File: src/rtl/simd_pkg.sv
// Shared SIMD constants and types for the operand-loading path.
// Holds the lane geometry, a lane-sized element type and the transpose writer FSM states.
package simd_pkg;

  localparam int LANE_W = 32;
  localparam int LANES  = 4;

  typedef logic [LANE_W-1:0] lane_t;

  typedef enum logic [1:0] {
    IDLE,
    FILL,
    DRAIN,
    DONE
  } tbw_state_t;

endpackage

File: src/rtl/transpose_band_writer_if.sv
// Row-major input stream plus operand BRAM write port of the transpose band writer.
// The slave modport is the writer itself; the master modport is its environment.
interface transpose_band_writer_if #(
  parameter int DATA_WIDTH = 128,
  parameter int ADDR_W     = 8
) ();

  logic [DATA_WIDTH-1:0] in_data;
  logic                  in_valid;
  logic                  in_ready;
  logic [ADDR_W-1:0]     bram_addr;
  logic [DATA_WIDTH-1:0] bram_wdata;
  logic                  bram_we;

  modport master (
    output in_data,
    output in_valid,
    input  in_ready,
    input  bram_addr,
    input  bram_wdata,
    input  bram_we
  );

  modport slave (
    input  in_data,
    input  in_valid,
    output in_ready,
    output bram_addr,
    output bram_wdata,
    output bram_we
  );

endinterface

File: src/rtl/lane_column_gather.sv
// Combinational column gather: picks lane j from each buffered row word and packs them
// into one column word, row 0 landing in the most significant lane.
module lane_column_gather #(
  parameter int  DATA_WIDTH = 128,
  parameter int  LANE_W     = 32,
  localparam int ROWS       = DATA_WIDTH / LANE_W,
  localparam int JW         = (ROWS > 1) ? $clog2(ROWS) : 1
) (
  input  logic [DATA_WIDTH-1:0] words [ROWS],
  input  logic [JW-1:0]         lane_sel,
  output logic [DATA_WIDTH-1:0] column
);

  always_comb begin
    column = '0;
    for (int r = 0; r < ROWS; r++) begin
      column[DATA_WIDTH-1-r*LANE_W -: LANE_W] =
        words[r][DATA_WIDTH-1-int'(lane_sel)*LANE_W -: LANE_W];
    end
  end

endmodule

File: src/rtl/transpose_band_writer.sv
// Buffers one band of row-major matrix words, then drains it into the operand BRAM as
// transposed column words so the SIMD core can read a matrix column at consecutive addresses.
module transpose_band_writer #(
  parameter int  DATA_WIDTH = 128,
  parameter int  LANE_W     = 32,
  parameter int  MAT_DIM    = 8,
  parameter int  DEPTH      = 256,
  localparam int ADDR_W     = $clog2(DEPTH)
) (
  input  logic                  clk,
  input  logic                  rst_n,
  input  logic                  start,
  input  logic [ADDR_W-1:0]     base_addr,
  transpose_band_writer_if.slave bus,
  output logic                  busy,
  output logic                  done
);

  import simd_pkg::*;

  localparam int NLANE = DATA_WIDTH / LANE_W;
  localparam int KPR   = MAT_DIM / NLANE;
  localparam int RW    = (NLANE > 1) ? $clog2(NLANE) : 1;
  localparam int CW    = (KPR > 1) ? $clog2(KPR) : 1;
  localparam int WW    = $clog2(MAT_DIM);

  tbw_state_t            state_q, state_d;
  logic [ADDR_W-1:0]     base_q, base_d;
  logic [ADDR_W-1:0]     addr_q, addr_d;
  logic [DATA_WIDTH-1:0] wdata_q, wdata_d;
  logic                  we_q, we_d;
  logic                  in_ready_q, in_ready_d;
  logic                  busy_q, busy_d;
  logic                  done_q, done_d;
  logic [RW-1:0]         row_q, row_d;
  logic [CW-1:0]         chunk_q, chunk_d;
  logic [CW-1:0]         rb_q, rb_d;
  logic [WW-1:0]         w_q, w_d;
  logic [DATA_WIDTH-1:0] band_q [NLANE][KPR];
  logic [DATA_WIDTH-1:0] band_d [NLANE][KPR];

  logic [DATA_WIDTH-1:0] gather_words [NLANE];
  logic [DATA_WIDTH-1:0] gather_col;
  logic [RW-1:0]         lane_sel;
  logic [CW-1:0]         k_sel;
  int                    addr_sum;

  // Write index w selects chunk k = w / NLANE of every buffered row and lane j = w % NLANE.
  always_comb begin
    k_sel    = CW'(w_q >> RW);
    lane_sel = w_q[RW-1:0];
    for (int r = 0; r < NLANE; r++) begin
      gather_words[r] = band_q[r][k_sel];
    end
  end

  lane_column_gather #(
    .DATA_WIDTH (DATA_WIDTH),
    .LANE_W     (LANE_W)
  ) u_gather (
    .words    (gather_words),
    .lane_sel (lane_sel),
    .column   (gather_col)
  );

  always_comb begin
    state_d  = state_q;
    base_d   = base_q;
    addr_d   = addr_q;
    wdata_d  = wdata_q;
    we_d     = 1'b0;
    busy_d   = busy_q;
    done_d   = 1'b0;
    row_d    = row_q;
    chunk_d  = chunk_q;
    rb_d     = rb_q;
    w_d      = w_q;
    band_d   = band_q;
    addr_sum = 0;

    case (state_q)
      IDLE: begin
        if (start) begin
          base_d  = base_addr;
          row_d   = '0;
          chunk_d = '0;
          rb_d    = '0;
          w_d     = '0;
          busy_d  = 1'b1;
          state_d = FILL;
        end
      end

      FILL: begin
        if (bus.in_valid && in_ready_q) begin
          band_d[row_q][chunk_q] = bus.in_data;
          if (chunk_q == CW'(KPR - 1)) begin
            chunk_d = '0;
            if (row_q == RW'(NLANE - 1)) begin
              row_d   = '0;
              w_d     = '0;
              state_d = DRAIN;
            end else begin
              row_d = row_q + RW'(1);
            end
          end else begin
            chunk_d = chunk_q + CW'(1);
          end
        end
      end

      // Column c of band rb lands at base + c*KPR + rb; addresses wrap modulo DEPTH.
      DRAIN: begin
        addr_sum = int'(base_q) + int'(w_q) * KPR + int'(rb_q);
        addr_d   = ADDR_W'(addr_sum % DEPTH);
        wdata_d  = gather_col;
        we_d     = 1'b1;
        if (w_q == WW'(MAT_DIM - 1)) begin
          w_d = '0;
          if (rb_q == CW'(KPR - 1)) begin
            state_d = DONE;
          end else begin
            rb_d    = rb_q + CW'(1);
            state_d = FILL;
          end
        end else begin
          w_d = w_q + WW'(1);
        end
      end

      DONE: begin
        done_d  = 1'b1;
        busy_d  = 1'b0;
        state_d = IDLE;
      end

      default: state_d = IDLE;
    endcase

    // Holding in_ready low while the final column write is still on the port keeps them exclusive.
    in_ready_d = (state_d == FILL) && !we_d;
  end

  always_ff @(posedge clk or negedge rst_n) begin
    if (!rst_n) begin
      state_q    <= IDLE;
      base_q     <= '0;
      addr_q     <= '0;
      wdata_q    <= '0;
      we_q       <= 1'b0;
      in_ready_q <= 1'b0;
      busy_q     <= 1'b0;
      done_q     <= 1'b0;
      row_q      <= '0;
      chunk_q    <= '0;
      rb_q       <= '0;
      w_q        <= '0;
      for (int r = 0; r < NLANE; r++) begin
        for (int k = 0; k < KPR; k++) begin
          band_q[r][k] <= '0;
        end
      end
    end else begin
      state_q    <= state_d;
      base_q     <= base_d;
      addr_q     <= addr_d;
      wdata_q    <= wdata_d;
      we_q       <= we_d;
      in_ready_q <= in_ready_d;
      busy_q     <= busy_d;
      done_q     <= done_d;
      row_q      <= row_d;
      chunk_q    <= chunk_d;
      rb_q       <= rb_d;
      w_q        <= w_d;
      band_q     <= band_d;
    end
  end

  assign bus.in_ready   = in_ready_q;
  assign bus.bram_addr  = addr_q;
  assign bus.bram_wdata = wdata_q;
  assign bus.bram_we    = we_q;
  assign busy           = busy_q;
  assign done           = done_q;

endmodule

File: src/flat_wrapper.sv
// flat-port wrapper written by rule: the top's interface ports become plain ports
module transpose_band_writer_flat import simd_pkg::*;
#(
  parameter int  DATA_WIDTH = 128,
  parameter int  LANE_W     = 32,
  parameter int  MAT_DIM    = 8,
  parameter int  DEPTH      = 256,
  localparam int ADDR_W     = $clog2(DEPTH)
)
  (clk, rst_n, start, base_addr, busy, done, bus_in_data, bus_in_valid, bus_in_ready, bus_bram_addr, bus_bram_wdata, bus_bram_we);
  transpose_band_writer_if #(.DATA_WIDTH(DATA_WIDTH), .ADDR_W((8))) bus_i ();
  input  logic clk;
  input  logic rst_n;
  input  logic start;
  input  logic [ADDR_W-1:0] base_addr;
  output logic busy;
  output logic done;
  input wire logic [$bits(bus_i.in_data)-1:0] bus_in_data;
  input wire logic [$bits(bus_i.in_valid)-1:0] bus_in_valid;
  output wire logic [$bits(bus_i.in_ready)-1:0] bus_in_ready;
  output wire logic [$bits(bus_i.bram_addr)-1:0] bus_bram_addr;
  output wire logic [$bits(bus_i.bram_wdata)-1:0] bus_bram_wdata;
  output wire logic [$bits(bus_i.bram_we)-1:0] bus_bram_we;
  assign bus_i.in_data = bus_in_data;
  assign bus_i.in_valid = bus_in_valid;
  assign bus_in_ready = bus_i.in_ready;
  assign bus_bram_addr = bus_i.bram_addr;
  assign bus_bram_wdata = bus_i.bram_wdata;
  assign bus_bram_we = bus_i.bram_we;
  transpose_band_writer #(.DATA_WIDTH(DATA_WIDTH), .LANE_W(LANE_W), .MAT_DIM(MAT_DIM), .DEPTH(DEPTH)) u_core (.clk(clk), .rst_n(rst_n), .start(start), .base_addr(base_addr), .bus(bus_i), .busy(busy), .done(done));
endmodule
File: config.mk
export PLATFORM = sky130hd
export DESIGN_NAME = transpose_band_writer_flat
export DESIGN_NICKNAME = d
export VERILOG_FILES = /design/src/rtl/simd_pkg.sv /design/src/rtl/transpose_band_writer_if.sv /design/src/rtl/lane_column_gather.sv /design/src/rtl/transpose_band_writer.sv /design/src/flat_wrapper.sv
export SDC_FILE = /design/constraint.sdc
export NUM_CORES = 1
export LEC_CHECK = 0
export BUFFER_PORTS_ARGS = -buffer_cell sky130_fd_sc_hd__buf_2
export CAP_MARGIN = 40
export CORE_MARGIN = 3
export CORE_UTILIZATION = 50
export DETAILED_ROUTE_END_ITERATION = 16
export PLACE_DENSITY = 0.67
export SYNTH_ARGS = -nofsm -noshare
export SYNTH_HDL_FRONTEND = slang
export SYNTH_HIERARCHICAL = 1
export SYNTH_SLANG_ARGS = --single-unit
export TNS_END_PERCENT = 50
File: constraint.sdc
create_clock -name clk -period 4.6 [get_ports clk]
set_clock_uncertainty 0.1 [all_clocks]
set_input_delay 0.92 -clock clk [delete_from_list [all_inputs] [get_ports clk]]
set_output_delay 0.92 -clock clk [all_outputs]
set_load 0.005 [all_outputs]
Yosys cells after proc, flatten, opt, wreduce, memory -nomap -nowiden. Cells that the tools add are included.

Add/sub/neg operators: 7. Magnitude comparators: 5. Eq/ne operators: 11. Shift-type cells: 4. Mux-type cells: 46. Bitwise operators: 3. Reductions and logical operators: 17.

Operator list (count): $mux W128 (13); $bwmux W1024 (1); $shiftx A159 B8 Y32 (4); $demux W256 S2 (1); $mux W256 (1); $demux W128 S1 (1); $mux W2 (10); $mux W3 (5); $pmux W3 S3 (1); $add A8 B2 Y8 (1); $add A8 B4 Y8 (1); $mux W1 (8); $ne A2 B1 Y1 const B (4); $pmux W2 S4 (1); $sub A7 B7 Y8 const A (1); $eq A2 B2 Y1 const B (3); $pmux W1 S2 (3); $reduce_and A2 Y1 (3); $reduce_and A3 Y1 (2); $reduce_bool A2 Y1 (3); $reduce_and A5 Y1 (1); $eq A2 B1 Y1 const B (2); $ge A2 B2 Y1 const B (2); $logic_and A1 B1 Y1 (4); other kinds (15) (17).

Register bits after elaboration: 1181. Bits of input ports: 140.

Logic depth before layout (Yosys ltp).
Depth after elaboration: 8. Mapped depth: 7. Gate-level depth less buffers: 7.

By module. The synthesis kept the hierarchy.

Modules (own cells, without submodules): transpose_band_writer (instances 1, cells each 3411, area each 50657.3 µm², seq. area each 29553.3 µm²); lane_column_gather (instances 1, cells each 156, area each 3196.8 µm², seq. area each 0.0 µm²).

Worst setup path after synthesis. OpenSTA, ideal clock, no wires.

Kind: input to register. Start point: in bus_in_valid. End point: reg u_core/band_q[1003] in the netlist's numbering. Library setup time: 0.125 ns. Data arrival time: 2.121 ns. Setup slack: 2.254 ns. Stages on the path: 6. Buffers on the path: 2. Path through: nand2_1 -> nor3_1 -> and2_2 -> clkbuf_8 -> clkbuf_8 -> mux2_2.

Word-level cells in the longest chain between the ends: 2.

Ends and longest elaborated chain: start: declaration (line flat_wrapper.sv:19) `input wire logic [$bits(bus_i.in_valid)-1:0] bus_in_valid;`; $logic_and A1 B1 Y1 (line transpose_band_writer.sv:95) `if (bus.in_valid && in_ready_q) begin`; $reduce_and A2 Y1 (no line); end signal: assignment (line transpose_band_writer.sv:176) `band_q <= band_d;`; end: declaration (line transpose_band_writer.sv:39) `logic [DATA_WIDTH-1:0] band_q [NLANE][KPR];`.

Every way passes these cells. A chain may end at the register's enable or synchronous reset.

Worst setup path in the final report.
Start point: reg u_core.state_q[1]. End point: reg u_core/band_q[1015] in the netlist's numbering.

Word-level cells in the longest chain between the ends: 2.

Ends and longest elaborated chain: start: declaration (line transpose_band_writer.sv:27) `tbw_state_t state_q, state_d;`; start signal: assignment (line transpose_band_writer.sv:164) `state_q <= state_d;`; $eq A2 B1 Y1 (line transpose_band_writer.sv:81) `case (state_q)`; $reduce_and A2 Y1 (no line).

Every way passes these cells.

==> impl_metrics.csv <==
group,metric,value,unit
power,p_sw_frac,0.276,
sta,period_needed,2920,ps
finish,final_common_cell,"mux2_2",
sta,rsz0062_at_grt,"no",
finish,final_nets,3967,
route,dr.pass1.iters,7,
placement,dp_slack,1280,ps
setup_path,cp-end-kind,"register",
floorplan,coreArea,106000,µm²
setup_path,path_cells,"nand2b_2, nor3_1, and2_4, buf_12, mux2_2",
setup_path,max_stage_delay,770,ps
synth,ys_ff_latch,1181,
setup_path,cp_top_family,"simple AND/OR/NAND/NOR gates",
clocking,post_cts_resized,0,
sta,slew_headroom,0.331,
global_route,grt_pass1_vias,32200,
floorplan,die-area,112000,µm²
sta,fin_hold_ws,161,ps
finish,mostFrequentLayoutCells,"mux2_2 (1539), dfrtp_1 (1178), nand2_1 (399)",
synth,synth_area_leaders,"dfrtp_1 (55%), mux2_2 (32%), mux4_2 (5.4%), nand2_1 (2.8%), buf_6 (1.4%)",
sta,finalWorstSetupSlack,1680,ps
power,leakage,27.1,nW
route,drc_errors,0,
finish,fin_area,60400,µm²
setup_path,crit_type,"register to register",
power,power,40.7,mW
route,wl_per_cell,22.1,µm
clocking,cts_num_sinks,1181,
sta,setup_violations,0,
setup_path,required,5100,ps
power,combPwrFrac,0.314,
synth,netlist_area,53900,µm²
global_route,grt_pass1_wl,188,mm
route,wl,117,mm
sta,fin_crit_sh,0.634,
floorplan,io_pins,280,
global_route,grt_max_degree,129,
floorplan,dieWidth,334,µm
route,drt_iter0_markers,1265,
global_route,grt-ovfl-total,0,
clocking,cts_buffers,130,
sta,final_max_slew_viol_count,0,
power,ir_drop,0.324,mV
clocking,htreeDepth,4,
setup_path,path_buf_inv,1,
placement,dp_hpwl,71.1,mm
placement,place_congestion,0.726,
floorplan,rows,119,
finish,drive_gt1_frac,0.569,
power,internal_power,29.5,mW
synth,synth_area_per_cell,15.1,µm²
hold_path,holdCritPathClass,"input port to asynchronous set/reset pin",
route,viasPerCell,5.59,
synth,netlist.area_leader.share,0.549,
setup_path,cp_data_arrival_time,3410,ps
power,seqPwrFrac,0.429,
synth,yosysTopAreaCell,"dfrtp_1",
floorplan,start_util,0.508,
clocking,cts.clk_slew.worst_paths,60,ps
finish,syn2layout_area_growth,12.2,%
clocking,cts_setup_buffers,0,
placement,place_area,56100,µm²
synth,yosys_warnings,6,
synth,synth_cells,3567,
outcome,status,"completed",
flow_run,cap_viol_max_count,0,
setup_path,cp_max_fo,38,
finish,fin_util,0.570,
finish,stdcell_count,5306,
global_route,antenna_found_initial,19,
synth,syn-num-nets,3718,
placement,dp.cells,5075,
setup_path,start_kind,"register",
clocking,cts_buffer_depth,3,
clocking,cts_tree,"done",
sta,finalHoldViolCount,0,
setup_path,reg2reg_depth,5,
setup_path,reg2reg_to,"u_core/band_q[1015]",
synth,seq_area_frac_synth,0.549,
placement,io_buffers,279,
sta,clock.fmax,343,MHz
setup_path,worstReg2RegStart,"u_core/state_q[1]",
synth,ys_types,39,
power,p_sw,11.3,mW
synth,postSynth.asyncResetShare,1.00,
synth,synth_top_flop_cell,"dfrtp_1",
route,vias,29700,
power,power.density,674,nW/µm²
clocking,cts_root_buf,"clkbuf_16",
sta,setup-tns-final,0,ps
clocking,cts_hold_buf,0,
setup_path,slowest_stage,"and2_4",
global_route,grt.total_usage,0.214,
route,ant_nets,0,
setup_path,r2r_slack,1680,ps
clocking,insertion_delay,740,ps
floorplan,dieHeight,334,µm
power,clockPowerShare,0.257,
sta,worstMarginPinSlew,1000,ps
synth,synth_edf_count,0,
-- sequential cells by signal, indices dropped and copies added (netlist names) --
| signal | count |
|---|---|
| u_core/rb_q | 1 |
| u_core/bus.in_ready | 1 |
| u_core/bus.bram_we | 1 |
| u_core/band_q | 1024 |
| u_core/done | 1 |
| u_core/bus.bram_wdata | 128 |
| u_core/w_q | 3 |
| u_core/base_q | 8 |
| u_core/bus.bram_addr | 8 |
| u_core/state_q | 2 |
| u_core/chunk_q | 1 |
| u_core/busy | 1 |
| u_core/row_q | 2 |
-- routing by layer --
layer,up-vias,GRT usage,part of all wire
li1,13300,-,-
met1,15800,0.295,0.46
met2,422,0.352,0.48
met3,164,0.0353,0.032
met4,6,0.0599,0.020
met5,-,0,0.00046
-- how the worst max path moves through the flow --
| stage | endpoint | from | depth (start not counted) | slack, ps |
|---|---|---|---|---|
| 2_1_floorplan | u_core/band_q[1003] | bus_in_valid | 6 | 2250 |
| 3_3_place_gp | u_core/band_q[943] | bus_in_valid | 6 | 1290 |
| 3_5_place_dp | u_core/band_q[911] | bus_in_valid | 6 | 1280 |
| 4_1_cts | u_core/band_q[911] | u_core/state_q[1] | 5 | 1680 |
| 5_1_grt | u_core/band_q[911] | u_core/state_q[1] | 5 | 1520 |
| 6_report | u_core/band_q[1015] | u_core/state_q[1] | 5 | 1680 |
-- area by class of cell --
type / instances / area [µm²]
fillers: 8622 / 45600
multi-input cells: 2148 / 22400
clock buffers: 194 / 3900
clock inverters: 30 / 432
diodes: 7 / 17.5
flip-flops and latches: 1181 / 29600
inverters: 11 / 46.3
repair buffers: 344 / 2360
well taps: 1391 / 1740
-- worst register-to-register path, cell delays in order (launching register included) --
cell and delay, ps:
dfrtp_1 500, nand2b_2 310, nor3_1 380, and2_4 770, buf_12 330, mux2_2 400
-- cells by family (layout without fill, tap and decap cells) --
group                    after synthesis  count (layout)  share of synthesized area
adder cells (fa/ha/maj)               11              11                    0.00270
buffers and inverters                238             579                     0.0364
AND/OR/NAND/NOR                      431             431                     0.0312
other                                  0               7                          0
flip-flops                          1181            1181                      0.549
AO/OA/AOI/OAI                         28              28                    0.00348
XOR/XNOR                               4               4                   0.000651
multiplexers                        1674            1674                      0.377
-- Yosys cell counts (all sizes together), types with 5 or more instances --
cell / n
inv: 11
o21ai: 6
nor2: 9
mux4: 128
clkbuf: 57
nand2: 403
a22o: 5
and2: 5
ha: 10
buf: 170
mux2: 1545
dfrtp: 1181
a21oi: 5
-- power groups by stage --
stage | sequential (mW) | clock [mW] | combinational (mW)
after CTS | 17.5 | 10.7 | 13.0
after floorplan | 16.9 | 0 | 10.6
after global placement | 17.5 | 0 | 12.6
final | 17.5 | 10.5 | 12.8
after detailed placement | 17.6 | 0 | 12.9
after global routing | 18.1 | 11.2 | 13.9
No activity file was read; power rests on OpenSTA's default activity.
